==> src/rtl/onehot_step_sequencer.sv <==
// Registered step sequencer: a binary step register and a matching registered
// one-hot step bus, with load/advance/clear, wrap or saturate, and a sticky range error.
module onehot_step_sequencer #(
  parameter int SEL_W = 4,
  parameter int N_OUT = 10,
  parameter int WRAP  = 1
) (
  input  logic             Clock,
  input  logic             Resetn,
  input  logic             clear,
  input  logic             load,
  input  logic [SEL_W-1:0] load_val,
  input  logic             advance,
  output logic [SEL_W-1:0] step,
  output logic [N_OUT-1:0] onehot,
  output logic             wrap,
  output logic             done,
  output logic             err
);

  localparam logic [SEL_W-1:0] LAST = SEL_W'(N_OUT - 1);
  localparam logic [SEL_W:0]   NOUT = (SEL_W + 1)'(N_OUT);
  localparam logic [N_OUT-1:0] OH0  = N_OUT'(1);

  logic [SEL_W-1:0] step_q, step_d;
  logic [N_OUT-1:0] onehot_q, onehot_d;
  logic             inval_q, inval_d;
  logic             wrap_q, wrap_d;
  logic             done_q, done_d;
  logic             err_q, err_d;

  always_comb begin
    step_d   = step_q;
    onehot_d = onehot_q;
    inval_d  = inval_q;
    err_d    = err_q;
    wrap_d   = 1'b0;
    if (clear) begin
      step_d   = '0;
      onehot_d = OH0;
      inval_d  = 1'b0;
      err_d    = 1'b0;
    end else if (load) begin
      step_d = load_val;
      if ({1'b0, load_val} < NOUT) begin
        onehot_d = OH0 << load_val;
        inval_d  = 1'b0;
      end else begin
        onehot_d = '0;
        inval_d  = 1'b1;
        err_d    = 1'b1;
      end
    end else if (advance && !inval_q) begin
      // Last-step decision comes before the increment so step never overflows.
      if (step_q == LAST) begin
        if (WRAP != 0) begin
          step_d   = '0;
          onehot_d = OH0;
          wrap_d   = 1'b1;
        end
      end else begin
        step_d   = step_q + SEL_W'(1);
        onehot_d = onehot_q << 1;
      end
    end
    done_d = !inval_d && (step_d == LAST);
  end

  always_ff @(posedge Clock or negedge Resetn) begin
    if (!Resetn) begin
      step_q   <= '0;
      onehot_q <= OH0;
      inval_q  <= 1'b0;
      wrap_q   <= 1'b0;
      done_q   <= 1'b0;
      err_q    <= 1'b0;
    end else begin
      step_q   <= step_d;
      onehot_q <= onehot_d;
      inval_q  <= inval_d;
      wrap_q   <= wrap_d;
      done_q   <= done_d;
      err_q    <= err_d;
    end
  end

  assign step   = step_q;
  assign onehot = onehot_q;
  assign wrap   = wrap_q;
  assign done   = done_q;
  assign err    = err_q;

endmodule
==> config.mk <==
export PLATFORM = sky130hd
export DESIGN_NAME = onehot_step_sequencer
export DESIGN_NICKNAME = d
export VERILOG_FILES = /design/src/rtl/onehot_step_sequencer.sv
export SDC_FILE = /design/constraint.sdc
export NUM_CORES = 1
export LEC_CHECK = 0
export BUFFER_PORTS_ARGS = -buffer_cell sky130_fd_sc_hd__buf_2
export CAP_MARGIN = 20
export CORE_MARGIN = 2
export CORE_UTILIZATION = 39
export CTS_CLUSTER_DIAMETER = 50
export DETAILED_ROUTE_END_ITERATION = 8
export RECOVER_POWER = 25
export REMOVE_ABC_BUFFERS = 1
export SKIP_LAST_GASP = 1
export SLEW_MARGIN = 15
export SYNTH_ARGS = -nofsm -noshare
export SYNTH_HDL_FRONTEND = slang
export SYNTH_SLANG_ARGS = --single-unit
==> constraint.sdc <==
create_clock -name Clock -period 2.9 [get_ports Clock]
set_clock_uncertainty 0.05 [all_clocks]
set_input_delay 0.145 -clock Clock [delete_from_list [all_inputs] [get_ports Clock]]
set_output_delay 0.145 -clock Clock [all_outputs]
set_load 0.05 [all_outputs]
# After elaboration in Yosys (flattened, before gate mapping)
# Cells that the tools add are included.
# Widths: inputs -> output; s select.
# op_classes
n_eq_ne	3
reduce_logical	7
order_cmp	1
shift	1
addsub	1
mux	19
# ops
cell	n
$mux 10	5
$mux 4	4
$mux 1	10
$shl 1x4->10 const A	1
$eq 4x4->1 const B	2
$add 4x1->4 const B	1
$lt 4x4->1 const B	1
$reduce_bool 3->1	1
$logic_and 1x1->1	2
$logic_not 1->1	2
$ne 2x2->1 const B	1
$reduce_and 2->1	1
$reduce_bool 2->1	1
# totals
elab_cells	38
input_bits	9
regBits	18
output_inout_bits	17

# Depth between registers and ports, before layout
# Gate-level depths: netlist of the first run.
# depth
depth_word	7
ltp_mapped	5
ltp_nobuf	5

# Worst setup path before layout of the first run
# No wires, ideal clock.
# synth_path
path_kind	reg2reg
from	register step_q[0] (netlist: step[0])
to	register done_q (netlist: done)
required_time_ns	2.755
path_buffers	0
slack_ns	1.121
stages_incl_launch_ff	5
arrival_time_ns	1.633
path_cell_list	dfrtp_1 -> nand2b_1 -> a21oi_2 -> or4_4 -> nor4b_2
# synth_via
elab_chain_len	7
word_cells_on_any_way	8
classes_between	1 x add/sub; 2 x eq/ne; 4 x mux; 1 x reduce/logical
# synth_lines
item	line	source
start: declaration	25	logic [SEL_W-1:0] step_q, step_d;
start signal: assignment	78	step_q <= step_d;
$add 4x1->4 or $eq 4x4->1 (tied branches)	62, 55	
$mux 4	55	if (step_q == LAST) begin
$mux 4 *	53	end else if (advance && !inval_q) begin
$mux 4 *	43	end else if (load) begin
$mux 4 *	38	if (clear) begin
$eq 4x4->1 *	66	done_d = !inval_d && (step_d == LAST);
$logic_and 1x1->1 *	66	
named net done_d	29	logic done_q, done_d;
end signal: assignment	82	done_q <= done_d;
end: declaration	29	
# Mark *: on every way through the listed nets, which the timed path passes. The rest lies on a longest branch.
# A chain may end at the register's enable or synchronous reset.

# Worst setup path after layout of the first run
# layout_path
from	register inval_q
to	register done_q (netlist: done)
# layout_via
elab_chain_len	7
word_cells_on_any_way	10
classes_between	1 x eq/ne; 5 x mux; 4 x reduce/logical
# layout_lines
item	line	source
start: declaration	27	logic inval_q, inval_d;
start signal: assignment	80	inval_q <= inval_d;
$logic_not 1->1	53	
$logic_and 1x1->1	53	
$mux 4	53	
$mux 4	43	
$mux 4	38	
$eq 4x4->1	66	
$logic_and 1x1->1 *	66	
named net done_d	29	
# Marks and branches as above.

==> metrics.txt, run 1 <==
number of optimization iterations in the first detailed-route pass=4; H-tree level count=1; initial standard-cell utilization of the core=40.6%; proportion of layout cells with a drive suffix above 1=28.3%; x dimension of the die=54.5 um; IO Pins=26; latest clock arrival within the worst-skew pair=0.29 ns; input/output buffers=25; transition time at the pin with the least slew margin=0.988 ns; share of the yosys chip area belonging to registers=45.4%; status=complete, no violations; share of synthesized registers carrying an async set or reset=100%; wire length of the first global-routing pass=3760 um; worst-path cell with the longest stage delay=or4_4; routed wire length per instance=14.0 um; post-synthesis instance total=101; number of flops mapped to enable cells by yosys=0; CTS Buf Count=3; startpoint kind of the worst setup timing path=flop; DP Wirelength=1600 um; standby leakage power=0.000536 uW; maximum fanout along the worst path=4; global route total overflow=0; total global routing track utilization=17.6%; count of distinct cell types in the synthesized netlist=36; number of storage elements in the synthesis netlist=18; Core Footprint=2450 um^2; unrepaired setup endpoints after global routing=false; average instance area after synthesis=9.86 um^2; critical path data arrival time=1.80 ns; sum of routed wire length over all layers=2200 um; Crit path max-delay family=simple AND/OR/NAND/NOR gates; peak supply drop=0.000214 V; Setup crit end kind=flop; vertical die dimension=54.5 um; WHS=0.136 ns; antenna violations before repair=0; number of rows created at floorplan=18; worst slew margin relative to its limit=34.1%; power density normalized to cell area=441 nW/um^2; Req. time, crit path=3.05 ns; Final Cycle Share=56.8%; Crit path depth=5; deepest clock path buffer count=2; per-cell via count in the routed design=5.22; number of hold-slack violations in the final timing report=0; max-cap violations=0; routed via count=819; number of nets with antenna violations after detailed routing=0; final setup violating endpoints=0; Setup Total Neg Slack=0 ns; Sink Count=18; sum of internal, switching and leakage power=516 uW; Critical Path Max Stage Delay=0.53 ns; hold path cells=2; HP Class=in -> reg; final critical path time including I/O delays and setup=1.65 ns; setup repair bufs after CTS=0; largest net degree at the start of global routing=34; mapped cell area=996 um^2; class of the most critical setup path=reg -> reg; critical-path cell list=nand2b_4, nand2b_1, a21oi_2, or4_4, nor4b_2; die area=2970 um^2; Area Growth Syn to Fin=17.3%; clock tree from TritonCTS=yes; starting DRC count in detailed routing=11; fill cell instance count of the final layout=245; number of nets at the end of the flow=137; highest attainable clock frequency=0.607 GHz; vias in the first global route=820; master cell of the clock root buffer=clkbuf_4; buffering stage count on the worst path with inverters included=0; count of yosys warnings during synthesis=0; clock transition at the registers of the reported paths=0.11 ns; number of DRC violations after detailed routing=0; Most used DFF post-synth=dfrtp_1; number of diodes added for antenna fixing=0; final RePlAce weighted congestion=0.771; depth of the worst register-to-register path=5; Max Slew Vio Count=0
sequential cells by signal (all words and copies together) (netlist names):
register and flops:
err 1, done 1, step 4, onehot 10, inval_q 1, wrap 1
routing by layer:
metal | global-route usage, % | routed length, um
met1 | 27.2 | 1160
met2 | 24.5 | 961
met3 | 3.55 | 57
met4 | 5.00 | 19
met5 | 0 | 0
per-stage QoR:
| stage | util (%) | area (um^2) | worst slack (ns) | instances |
|---|---|---|---|---|
| detailed placement | 46.2 | 1130 | 1.23 | 152 |
| global placement | 46.2 | 1130 | 1.29 | 152 |
| global route | 47.6 | 1170 | 1.09 | 157 |
| CTS | 47.7 | 1170 | 1.23 | 157 |
| finish | 47.6 | 1170 | 1.25 | 157 |
| floorplan | - | 971 | 1.12 | 97 |
cell usage after synthesis (2+ instances only):
library cell / n / area, um^2
nor2_1: 4 / 15.0
inv_1: 3 / 11.3
a31oi_1: 8 / 50.1
nand2_1: 10 / 37.5
a41oi_1: 2 / 17.5
dfrtp_1: 17 / 425
and2b_1: 5 / 37.5
o21ai_0: 9 / 45.0
nor3_1: 3 / 15.0
buf_2: 2 / 10.0
nor2b_1: 11 / 68.8
a21oi_1: 3 / 15.0
what timing repair did:
| item | CTS | global route |
|---|---|---|
| hold endpoints to repair | 17 | 0 |
| gates resized for setup | 0 | 0 |
| hold buffers | 1 | 0 |
| endpoints found under the setup margin | 0 | 0 |
cells by family (layout without fill, tap and decap cells):
kind of cell / after synthesis / after routing / synth area share, %
AND/OR/NAND/NOR: 46 / 46 / 29.5
flip-flops: 18 / 18 / 45.4
XOR/XNOR: 1 / 1 / 0.880
AO/OA/AOI/OAI: 29 / 29 / 20.6
buffers and inverters: 7 / 33 / 3.64
where the power goes:
part           switching [uW]  internal, uW
combinational            79.8          33.5
clock                    78.1          53.4
sequential               9.64           262
cells in the final DEF (no fill, tap or decap), types with 3 or more instances in the layout:
cell type / count
dfrtp_1: 17
nand2_1: 10
buf_2: 24
and2b_1: 5
nor3_1: 3
a21oi_1: 3
a31oi_1: 8
inv_1: 3
clkbuf_4: 3
nor2_1: 4
nor2b_1: 11
o21ai_0: 9
final timing paths:
kind / start / end / slack [ns]
min reg2reg: onehot[9]$_DFFE_PN0P_ / onehot[9]$_DFFE_PN0P_ / 0.43
max in group asynchronous: Resetn / onehot[5]$_DFFE_PN0P_ / 1.73
min in group asynchronous: Resetn / onehot[3]$_DFFE_PN0P_ / 0.47
max: inval_q$_DFF_PN0_ / done$_DFF_PN0_ / 1.25
min: clear / step[2]$_DFF_PN0_ / 0.14
max reg2reg: inval_q$_DFF_PN0_ / done$_DFF_PN0_ / 1.25
layout make-up:
class / count / area, um^2 / area share (%)
multi-input combinational: 76 / 508 / 43.5
tap: 30 / 37.5 / 3.21
clock buffer: 4 / 26.3 / 2.25
sequential: 18 / 452 / 38.7
timing repair buffer: 26 / 134 / 11.5
inverter: 3 / 11.3 / 0.964
(Power assumes the default switching activity.)
==> run 2: changes to the inputs <==
--- a/config.mk
+++ b/config.mk
@@ -5,6 +5,7 @@
 export SDC_FILE = /design/constraint.sdc
 export NUM_CORES = 1
 export LEC_CHECK = 0
+export ABC_AREA = 1
 export BUFFER_PORTS_ARGS = -buffer_cell sky130_fd_sc_hd__buf_2
 export CAP_MARGIN = 20
 export CORE_MARGIN = 2
==> constraint.sdc (replaced) <==
create_clock -name Clock -period 1.6 [get_ports Clock]
set_clock_uncertainty 0.05 [all_clocks]
set_input_delay 0.08 -clock Clock [delete_from_list [all_inputs] [get_ports Clock]]
set_output_delay 0.08 -clock Clock [all_outputs]
set_load 0.05 [all_outputs]
==> run 2 against run 1 <==
Compared with the run above: critical path depth is 4 higher; power is 110% higher; clock power is 110% higher; hold slack worse by 0.12 ns; first-iteration DRC count is 140% higher; sequential share of layout area is 1.1 points lower; register-to-register slack worse by 1.0 ns; via count is 19% higher; largest power group unchanged; routed wire length is 1.9% higher.
==> metrics.txt, run 2 <==
status=complete, no violations; starting DRC count in detailed routing=26 (+15); proportion of layout cells with a drive suffix above 1=22.0% (-6.3 points); number of optimization iterations in the first detailed-route pass=4 (unchanged); total global routing track utilization=18.1% (+0.53 points); CTS Buf Count=3 (unchanged); DP Wirelength=1680 um (+5.2%); number of DRC violations after detailed routing=0 (unchanged); clock tree from TritonCTS=yes; critical path data arrival time=1.57 ns (-0.23 ns); share of synthesized registers carrying an async set or reset=100% (unchanged); number of storage elements in the synthesis netlist=18 (unchanged); Sw Pwr=377 uW (+130%); x dimension of the die=54.6 um (+0.11%); basic-gate share of the synthesized area counting and, or, nand and nor cells=31.6% (+2.1 points); WHS=0.0157 ns (-0.120 ns); post-synthesis mux area share=0% (unchanged); leading cell types in the layout, fill and taps excluded=42 x nand2_1, 24 x inv_1, 24 x buf_2; class of the most critical setup path=reg -> reg; number of nets with antenna violations after detailed routing=0 (unchanged); transition time at the pin with the least slew margin=0.994 ns (+0.00573 ns); vias in the first global route=919 (+12%); mapped cell area=998 um^2 (+0.25%); highest attainable clock frequency=0.716 GHz (+18%); final setup violating endpoints=0 (unchanged); Final Cycle Share=87.3% (+30 points); pre-CTS setup slack=0.273 ns (-0.953 ns); sum of routed wire length over all layers=2240 um (+1.9%); initial standard-cell utilization of the core=40.7% (+0.10 points); clock transition at the registers of the reported paths=0.10 ns (about the same); deepest clock path buffer count=2 (unchanged); synthesized-area fraction occupied by xor and xnor cells=0% (-0.88 points); share of synthesized cell area in full adder, half adder and majority cells=0% (unchanged); Synth top area share=42.6% (-0.11 points); Setup crit end kind=flop; list of most frequent post-synthesis cells=42 x nand2_1, 24 x inv_1, 19 x nand3_1; flip-flop count of the largest register after layout=10 (unchanged); H-tree level count=1 (unchanged); unrepaired setup endpoints after global routing=false; number of nets at the end of the flow=178 (+30%); Core Footprint=2450 um^2 (unchanged); clock group share of total power=26.0% (+0.5 points); peak supply drop=0.000531 V (+150%); HP Class=in -> reg; power density normalized to cell area=891 nW/um^2 (+100%); library cell occupying the most area in the post-synthesis netlist=dfrtp_1; master cell of the clock root buffer=clkbuf_4; Synth Area in Compound Gates=12.8% (-7.8 points); number of hold-slack violations in the final timing report=0 (unchanged); startpoint kind of the worst setup timing path=flop; Flop pwr share=47.1% (-5.5 points); Most used DFF post-synth=dfrtp_1; routed wire length per instance=11.3 um (-19%); routed via count=974 (+19%); part of the power in combinational logic=26.9% (+4.9 points); worst slew margin relative to its limit=33.7% (-0.38 points); die area=2980 um^2 (+0.22%); most common cell in the netlist=nand2_1; wire length of the first global-routing pass=3860 um (+2.8%); Area Growth Syn to Fin=20.4%; IO Pins=26 (unchanged); Setup Total Neg Slack=0 ns (unchanged); largest net degree at the start of global routing=19 (-44%); average instance area after synthesis=7.18 um^2 (-27%); maximum fanout along the worst path=5 (+1); count of distinct cell types in the synthesized netlist=21 (-42%); hold path cells=3 (+1); input/output buffers=25 (unchanged); number of rows created at floorplan=18 (unchanged); crit path setup slack, layout=0.203 ns (-1.05 ns); Max Slew Vio Count=0 (unchanged); per-cell via count in the routed design=4.92 (-5.7%); standby leakage power=0.000668 uW (+25%); Pint=695 uW (+99%); share of the yosys chip area belonging to registers=45.2% (-0.11 points); final RePlAce weighted congestion=0.852 (+11%); Sink Count=18 (unchanged); latest clock arrival within the worst-skew pair=0.29 ns (about the same); final standard cell utilization of the core=49.0% (+1.4 points); largest family of logic cells by synthesized area=simple AND/OR/NAND/NOR gates; fraction of power spent switching nets=35.2% (+2.7 points); global route total overflow=0 (unchanged); count of yosys warnings during synthesis=0 (unchanged); number of diodes added for antenna fixing=0 (unchanged); Req. time, crit path=1.78 ns (-1.27 ns); depth of the worst register-to-register path=9 (+4); number of instances resized during post-cts repair=0 (unchanged); post-synthesis instance total=139 (+38%); most area-consuming cells after synthesis=dfrtp_1 43%, nand2_1 16%, nand3_1 9.5%; vertical die dimension=54.6 um (+0.11%); setup repair bufs after CTS=0 (unchanged); antenna violations before repair=0 (unchanged); Hold-fix buffers, CTS=1 (unchanged); number of flops mapped to enable cells by yosys=0 (unchanged); leading cell type in the layout, fill and taps excluded=nand2_1; sum of internal, switching and leakage power=1070 uW (+110%); max-cap violations=0 (unchanged); final critical path time including I/O delays and setup=1.40 ns (-0.252 ns)
[run 2: changes by cell type in the layout (fill, tap and decap cells not counted), sizes merged, moves of 4 or more]
cell   change
nand2     +33
inv       +23
nand3     +19
nor2b     -11
a31oi      -8
o21ai      +7
and2b      -5
nor2       +4
[run 2: worst paths after layout]
path / endpoint / start / slack [ns]
worst max-delay path: done$_DFF_PN0_ / inval_q$_DFF_PN0_ / 0.20
worst min-delay path: step[1]$_DFF_PN0_ / load_val[1] / 0.02
worst max register to register: done$_DFF_PN0_ / inval_q$_DFF_PN0_ / 0.20
worst min register to register: err$_DFFE_PN0P_ / err$_DFFE_PN0P_ / 0.46
max in group asynchronous: done$_DFF_PN0_ / Resetn / 0.49
min in group asynchronous: onehot[7]$_DFFE_PN0P_ / Resetn / 0.41
[run 2: cell families (layout without fill, tap and decap cells)]
kind of cell | count (synthesis) | after routing
AO/OA/AOI/OAI | 21 | 21
buffers and inverters | 27 | 56
flip-flops | 18 | 18
AND/OR/NAND/NOR | 73 | 73
[run 2: final cells by class]
cell class                 count  area (um^2)
clock buffer                   4         36.3
sequential                    18          452
tap                           30         37.5
multi-input combinational     94          443
fill                         255         1250
inverter                      26          100
timing repair buffer          26          134
[run 2: power by group through the flow]
stage | clock [uW] | combinational, uW | sequential [uW]
floorplan | 0 | 103 | 613
global placement | 0 | 287 | 513
detailed placement | 0 | 287 | 514
CTS | 291 | 290 | 505
global route | 316 | 319 | 510
finish | 279 | 289 | 505
[run 2: per-stage QoR]
stage / cell area [um^2] / cells
6_report: 1200 / 198
5_1_grt: 1200 / 198
4_1_cts: 1200 / 198
3_5_place_dp: 1160 / 193
3_3_place_gp: 1160 / 193
2_1_floorplan: 995 / 138
[run 2: worst max-delay path: stages, from the launching register on]
cell and delay, ns:
dfrtp_1 0.41, inv_1 0.07, nand2_1 0.13, nor2_1 0.17, nand2_1 0.09, nand2_1 0.07
nand3_1 0.09, nand2_1 0.10, inv_1 0.04, nor2_1 0.10
[run 2: routing by layer]
layer / vias up / part of all wire (%) / wire [um] / global-route usage, %
met3: 2 / 6.3 / 141 / 3.55
li1: 503 / - / - / -
met5: - / 0 / 0 / 0
met4: 0 / 0.45 / 10 / 8.33
met1: 442 / 48 / 1080 / 25.0
met2: 27 / 45 / 1010 / 27.2
